`src/rtl/ram_arbiter_pkg.sv`:
```
// Shared sizes and enums for the OTTER cache-to-RAM bus.
package memory_bus_sizes;
    localparam int ADDR_W  = 32;
    localparam int BLOCK_W = 128;

    typedef enum logic {ICACHE = 1'b0, DCACHE = 1'b1} owner_t;
    typedef enum logic [1:0] {IDLE = 2'd0, BUS = 2'd1, RESP = 2'd2} arb_state_t;
endpackage

```
`src/rtl/ram_arbiter_rr.sv`:
```
// Two-requester round-robin grant: on a tie the side that did not win last time goes.
import memory_bus_sizes::*;

module rr_arbiter2 (
    input  logic   i_req_i,
    input  logic   i_req_d,
    input  owner_t i_last,
    output logic   o_gnt_i,
    output logic   o_gnt_d
);
    always_comb begin
        o_gnt_d = i_req_d && (!i_req_i || (i_last == ICACHE));
        o_gnt_i = i_req_i && (!i_req_d || (i_last == DCACHE));
    end
endmodule

```
`src/rtl/ram_arbiter.sv`:
```
// Serialises icache/dcache block transfers onto one RAM port, with a watchdog per transaction.
import memory_bus_sizes::*;

module ram_arbiter #(
    parameter int ADDR_W  = memory_bus_sizes::ADDR_W,
    parameter int BLOCK_W = memory_bus_sizes::BLOCK_W,
    parameter int TIMEOUT = 1024
) (
    input  logic               clk,
    input  logic               rst_n,
    input  logic               i_req_valid,
    input  logic [ADDR_W-1:0]  i_req_addr,
    output logic               i_req_ready,
    output logic               i_resp_valid,
    output logic [BLOCK_W-1:0] i_resp_rdata,
    input  logic               d_req_valid,
    input  logic               d_req_we,
    input  logic [ADDR_W-1:0]  d_req_addr,
    input  logic [BLOCK_W-1:0] d_req_wdata,
    output logic               d_req_ready,
    output logic               d_resp_valid,
    output logic [BLOCK_W-1:0] d_resp_rdata,
    output logic               ram_req,
    output logic               ram_we,
    output logic [ADDR_W-1:0]  ram_addr,
    output logic [BLOCK_W-1:0] ram_wdata,
    input  logic               ram_done,
    input  logic [BLOCK_W-1:0] ram_rdata,
    output logic               busy,
    output logic               timeout_err
);
    localparam int WD_W = (TIMEOUT > 2) ? $clog2(TIMEOUT) : 1;

    arb_state_t         r_state, w_next;
    owner_t             r_owner, r_last;
    logic [ADDR_W-1:0]  r_addr;
    logic               r_we;
    logic [BLOCK_W-1:0] r_wdata, r_rdata;
    logic [WD_W-1:0]    r_wdog;
    logic               r_terr;
    logic               w_idle, w_gnt_i, w_gnt_d, w_timeout;

    assign w_idle = (r_state == IDLE);

    rr_arbiter2 u_rr (
        .i_req_i (i_req_valid && w_idle),
        .i_req_d (d_req_valid && w_idle),
        .i_last  (r_last),
        .o_gnt_i (w_gnt_i),
        .o_gnt_d (w_gnt_d)
    );

    // ram_done wins over an expiring watchdog in the same cycle
    assign w_timeout = (r_state == BUS) && !ram_done && (r_wdog == WD_W'(TIMEOUT - 1));

    always_comb begin
        w_next = r_state;
        case (r_state)
            IDLE:    if (w_gnt_i || w_gnt_d) w_next = BUS;
            BUS:     if (ram_done || w_timeout) w_next = RESP;
            RESP:    w_next = IDLE;
            default: w_next = IDLE;
        endcase
    end

    always_ff @(posedge clk) begin
        if (!rst_n) begin
            r_state <= IDLE;
            r_owner <= ICACHE;
            r_last  <= ICACHE;
            r_addr  <= '0;
            r_we    <= 1'b0;
            r_wdata <= '0;
            r_rdata <= '0;
            r_wdog  <= '0;
            r_terr  <= 1'b0;
        end else begin
            r_state <= w_next;
            case (r_state)
                IDLE: begin
                    r_wdog <= '0;
                    if (w_gnt_d) begin
                        r_addr  <= d_req_addr;
                        r_we    <= d_req_we;
                        r_wdata <= d_req_wdata;
                        r_owner <= DCACHE;
                        r_last  <= DCACHE;
                    end else if (w_gnt_i) begin
                        r_addr  <= i_req_addr;
                        r_we    <= 1'b0;
                        r_wdata <= '0;
                        r_owner <= ICACHE;
                        r_last  <= ICACHE;
                    end
                end
                BUS: begin
                    r_wdog <= r_wdog + WD_W'(1);
                    if (ram_done) begin
                        r_rdata <= ram_rdata;
                    end else if (w_timeout) begin
                        r_rdata <= '0;
                        r_terr  <= 1'b1;
                    end
                end
                RESP:    r_wdog <= '0;
                default: r_wdog <= '0;
            endcase
        end
    end

    assign i_req_ready  = w_gnt_i;
    assign d_req_ready  = w_gnt_d;
    assign i_resp_valid = (r_state == RESP) && (r_owner == ICACHE);
    assign d_resp_valid = (r_state == RESP) && (r_owner == DCACHE);
    assign i_resp_rdata = r_rdata;
    assign d_resp_rdata = r_rdata;
    assign ram_req      = (r_state == BUS);
    assign ram_we       = r_we;
    assign ram_addr     = r_addr;
    assign ram_wdata    = r_wdata;
    assign busy         = !w_idle;
    assign timeout_err  = r_terr;
endmodule

```
`config.mk`:
```
export PLATFORM = sky130hd
export DESIGN_NAME = ram_arbiter
export DESIGN_NICKNAME = d
export VERILOG_FILES = /design/src/rtl/ram_arbiter_pkg.sv /design/src/rtl/ram_arbiter_rr.sv /design/src/rtl/ram_arbiter.sv
export SDC_FILE = /design/constraint.sdc
export NUM_CORES = 1
export LEC_CHECK = 0
export ABC_AREA = 1
export CELL_PAD_IN_SITES_DETAIL_PLACEMENT = 0
export CELL_PAD_IN_SITES_GLOBAL_PLACEMENT = 2
export CORE_AREA = 4 4 289 291
export CTS_CLUSTER_SIZE = 30
export DETAILED_ROUTE_END_ITERATION = 8
export DIE_AREA = 0 0 293 295
export PLACE_DENSITY_LB_ADDON = 0.1
export SETUP_SLACK_MARGIN = 0.02
export SLEW_MARGIN = 30
export SYNTH_ARGS = -nofsm -noshare
export SYNTH_HDL_FRONTEND = slang
export SYNTH_SLANG_ARGS = --single-unit
```
`constraint.sdc`:
```
create_clock -name clk -period 2.2 [get_ports clk]
set_input_delay 0.44 -clock clk [delete_from_list [all_inputs] [get_ports clk]]
set_output_delay 0.44 -clock clk [all_outputs]
set_load 0.1 [all_outputs]
```
==> qor.yml, run 1 <==
status:
  outcome: "finished clean"
setup_path:
  cp_num_cells: 4
  crit_path_top_delay_cell: "dfxtp_1"
  critical-path-max-stage-delay_ns: 0.37
  reg2reg_to: "d_resp_rdata[69]$_SDFFE_PN0P_"
  path_cells: "nor2_4, nand3_2, inv_4, buf_12"
  rr_worst_depth: 7
  cpLargestDelayFamily: "buffers and inverters"
  crit_buf_inv: 2
  worstSetupPathType: "flop to primary output"
  worstSetupStartpoint: "r_state[0]$_SDFFE_PN0P_"
  cp_data_arrival_time_ns: 1.61
  rr_startpoint: "r_wdog[0]$_SDFF_PN0_"
  critPathLaunchType: "flop"
  timing.reg2reg.setup_slack_ns: 0.53
  path_max_fanout: 11
  critPathRequiredTime_ns: 1.76
  endpoint: "d_req_ready"
  worstSetupEndpointType: "primary output"
die:
  start_util_pct: 14.9
  die_h_um: 295
  ios: 750
  dieWidth_um: 293
  core_um2: 80500
  dieArea_um2: 86400
  rows: 104
cts:
  cts.path.max_buffers: 3
  htree_levels: 2
  cts-root-buf: "clkbuf_16"
  numCtsBuffers: 43
  cts_tree: "yes"
  cts.sinks: 303
  worstSkewPairLatency_ns: 0.56
  clk_pin_slew_ns: 0.06
  post_cts_buffers: 0
  cts_hold_buf: 0
global_routing:
  grt_first_pass_wirelength_mm: 86.7
  gr-total-overflow: 0
  grt_max_degree: 66
  grt_pass1_vias: 12500
  grt_use_total_pct: 13.2
  antenna_found_initial: 16
synthesis:
  synthCells: 1517
  ys_seq_area_share_pct: 50.6
  synth.avg_cell_area_um2: 7.90
  ys.warnings.count: 0
  synth-seq-cells: 303
  syn_area_um2: 12000
  syn_nets: 1844
  synth_cell_types: 25
timing:
  tightest_slew_ns: 0.414
  fin_crit_ns: 2.05
  finalSetupViolations: 0
  skew_ns: 0.0174
  setup_ws_ns: 0.154
  drv_slew: 0
  setup_tns_ns: 0
  fmax_mhz: 489
  finalHoldViolCount: 0
  min_period_over_period_pct: 93.0
  maxSlewHeadroom_pct: 72.4
  rsz0062_at_grt: "no"
placed_design:
  dp_slack_ns: 0.171
  dp_hpwl_mm: 46.1
  io_buffers: 749
  gp_congestion: 0.745
final_layout:
  multiInputGateArea_um2: 4290
  area_delta_synth_final_pct: 69.3
  layout.nets: 2446
  fin_util_pct: 25.2
  drive_gt1_share_pct: 25.5
  n_fill_cell: 8820
  seq_area_um2: 6070
power_and_ir_drop:
  p_sw_w: 0.00783
  power_frac_clock_pct: 34.6
  sw_frac_of_total_pct: 40.8
  sequentialPowerShare_pct: 32.0
  p_leak_nw: 8.21
  power_frac_comb_pct: 33.4
  ir_drop_mv: 0.447
  p_per_area_nw_per_um2: 947
  intPower_w: 0.0114
worst_hold_path:
  hp-class: "input port to flop"
job:
  cap_violations: 0
routing:
  drtIter0Drc: 359
  num_vias: 12400
  wl_mm: 60.7
  wl_per_cell_um: 18.9
  dr.pass1.iters: 4
  antenna_left: 0
  drc_errors: 0
  viasPerCell: 3.85
-- flip-flops by register name, summed over array words and instances, names as in the netlist --
name / count
ram_addr: 32
r_last: 1
ram_we: 1
timeout_err: 1
ram_wdata: 128
r_state: 2
d_resp_rdata: 128
r_wdog: 10
-- synthesized netlist by cell type --
master / n / area share, %
clkbuf_1: 36 / 1.1
o21bai_1: 1 / 0.063
xor2_1: 2 / 0.15
buf_6: 9 / 0.85
nand2_2: 3 / 0.16
buf_2: 47 / 2.0
nor2_4: 1 / 0.094
buf_4: 148 / 9.3
nor2_2: 1 / 0.052
a21oi_1: 263 / 11
o21ai_1: 28 / 1.2
o21ai_0: 6 / 0.25
inv_2: 5 / 0.16
inv_1: 10 / 0.31
buf_1: 2 / 0.063
nor2_1: 14 / 0.44
a31oi_1: 32 / 1.7
nand3_2: 1 / 0.084
ha_1: 1 / 0.10
or2_2: 1 / 0.052
dfxtp_1: 303 / 51
nand2_1: 467 / 15
nor3_1: 2 / 0.084
nand3_1: 132 / 5.5
xnor2_1: 2 / 0.15
-- worst min-delay path: stages --
cell	delay (ns)
clkdlybuf4s50_1	0.39
nand2_1	0.06
a21oi_1	0.05
-- per-layer routing --
layer  vias up  part of all wire, %  routed length, um  global-route usage, %
met3        70                   11               6970                   6.59
met1      5725                   37              22400                   14.3
li1       6099                    -                  -                      -
met4        18                  1.6                982                   2.79
met2       480                   50              30300                   23.3
met5         -                 0.21                126                      0
-- what timing repair did --
action | 4_1_cts | 5_1_grt
resized for setup | 0 | 1
setup endpoints to repair | 0 | 1
hold endpoints to repair | 0 | 0
-- power groups by stage --
| stage | Combinational [W] | Sequential, W | Clock [W] |
|---|---|---|---|
| after global routing | 0.00671 | 0.00619 | 0.00721 |
| final | 0.00642 | 0.00614 | 0.00665 |
| after global placement | 0.00651 | 0.00626 | 0 |
| after CTS | 0.00651 | 0.00615 | 0.00702 |
| after floorplan | 0.00213 | 0.00878 | 0 |
| after detailed placement | 0.00650 | 0.00626 | 0 |
-- how the worst min path moves through the flow --
stage	slack, ns	end	cells after the start	start
after global placement	0.43	r_wdog[0]$_SDFF_PN0_	1	r_wdog[0]$_SDFF_PN0_
final	0.43	ram_wdata[85]$_SDFFE_PN0P_	3	d_req_wdata[85]
after CTS	0.37	ram_wdata[54]$_SDFFE_PN0P_	3	d_req_wdata[54]
after detailed placement	0.44	r_wdog[0]$_SDFF_PN0_	1	r_wdog[0]$_SDFF_PN0_
after global routing	0.40	ram_wdata[72]$_SDFFE_PN0P_	3	d_req_wdata[72]
after floorplan	0.42	r_wdog[0]$_SDFF_PN0_	1	r_wdog[0]$_SDFF_PN0_
-- stage by stage --
| stage | hold WS (ns) | area [um^2] | power, W | std cells |
|---|---|---|---|---|
| floorplan | 0.418 | 12000 | 0.0109 | 1517 |
| global placement | 0.431 | 18900 | 0.0128 | 3134 |
| detailed placement | 0.441 | 18900 | 0.0128 | 3134 |
| CTS | 0.374 | 20300 | 0.0197 | 3209 |
| global route | 0.398 | 20300 | 0.0201 | 3210 |
| finish | 0.432 | 20300 | 0.0192 | 3216 |
-- logic make-up (layout without fill, tap and decap cells) --
kind of cell    after synthesis  count (layout)  synth area share, %
simple gates                622             622                 21.1
xor+xnor                      4               4                0.292
other cells                   0               7                    0
fa+ha+maj                     1               1                0.104
flops                       303             303                 50.6
compound gates              330             330                 14.1
buf+inv                     257             889                 13.7
-- cell usage in the layout, fill, tap and decap left out, types with 7 or more instances in the layout --
cell type | Yosys | layout
a21oi_1 | 263 | 262
inv_1 | 10 | 10
clkbuf_16 | 0 | 43
o21ai_1 | 28 | 28
diode_2 | 0 | 7
buf_12 | 0 | 31
buf_4 | 148 | 443
clkdlybuf4s50_1 | 0 | 325
dfxtp_1 | 303 | 303
nor2_1 | 14 | 14
a31oi_1 | 32 | 32
clkbuf_1 | 36 | 15
nand2_1 | 467 | 466
nand3_1 | 132 | 132
-- layout make-up --
type / instances / share of cell area, %
Antenna cell: 7 / 0.0864
Clock buffer: 64 / 5.99
Clock inverter: 11 / 0.494
Inverter: 15 / 0.352
Multi-Input combinational cell: 957 / 21.1
Sequential cell: 303 / 29.9
Tap cell: 1060 / 6.54
Timing Repair Buffer: 799 / 35.5
(Power assumes the default switching activity.)
==> run 2: changes to the inputs <==
--- a/config.mk
+++ b/config.mk
@@ -12,6 +12,7 @@
 export CTS_CLUSTER_SIZE = 30
 export DETAILED_ROUTE_END_ITERATION = 8
 export DIE_AREA = 0 0 293 295
+export GPL_ROUTABILITY_DRIVEN = 0
 export PLACE_DENSITY_LB_ADDON = 0.1
 export SETUP_SLACK_MARGIN = 0.02
 export SLEW_MARGIN = 30
==> results of run 2 <==
Same layout as run 1: the final DEF is identical, and so are final timing and power.
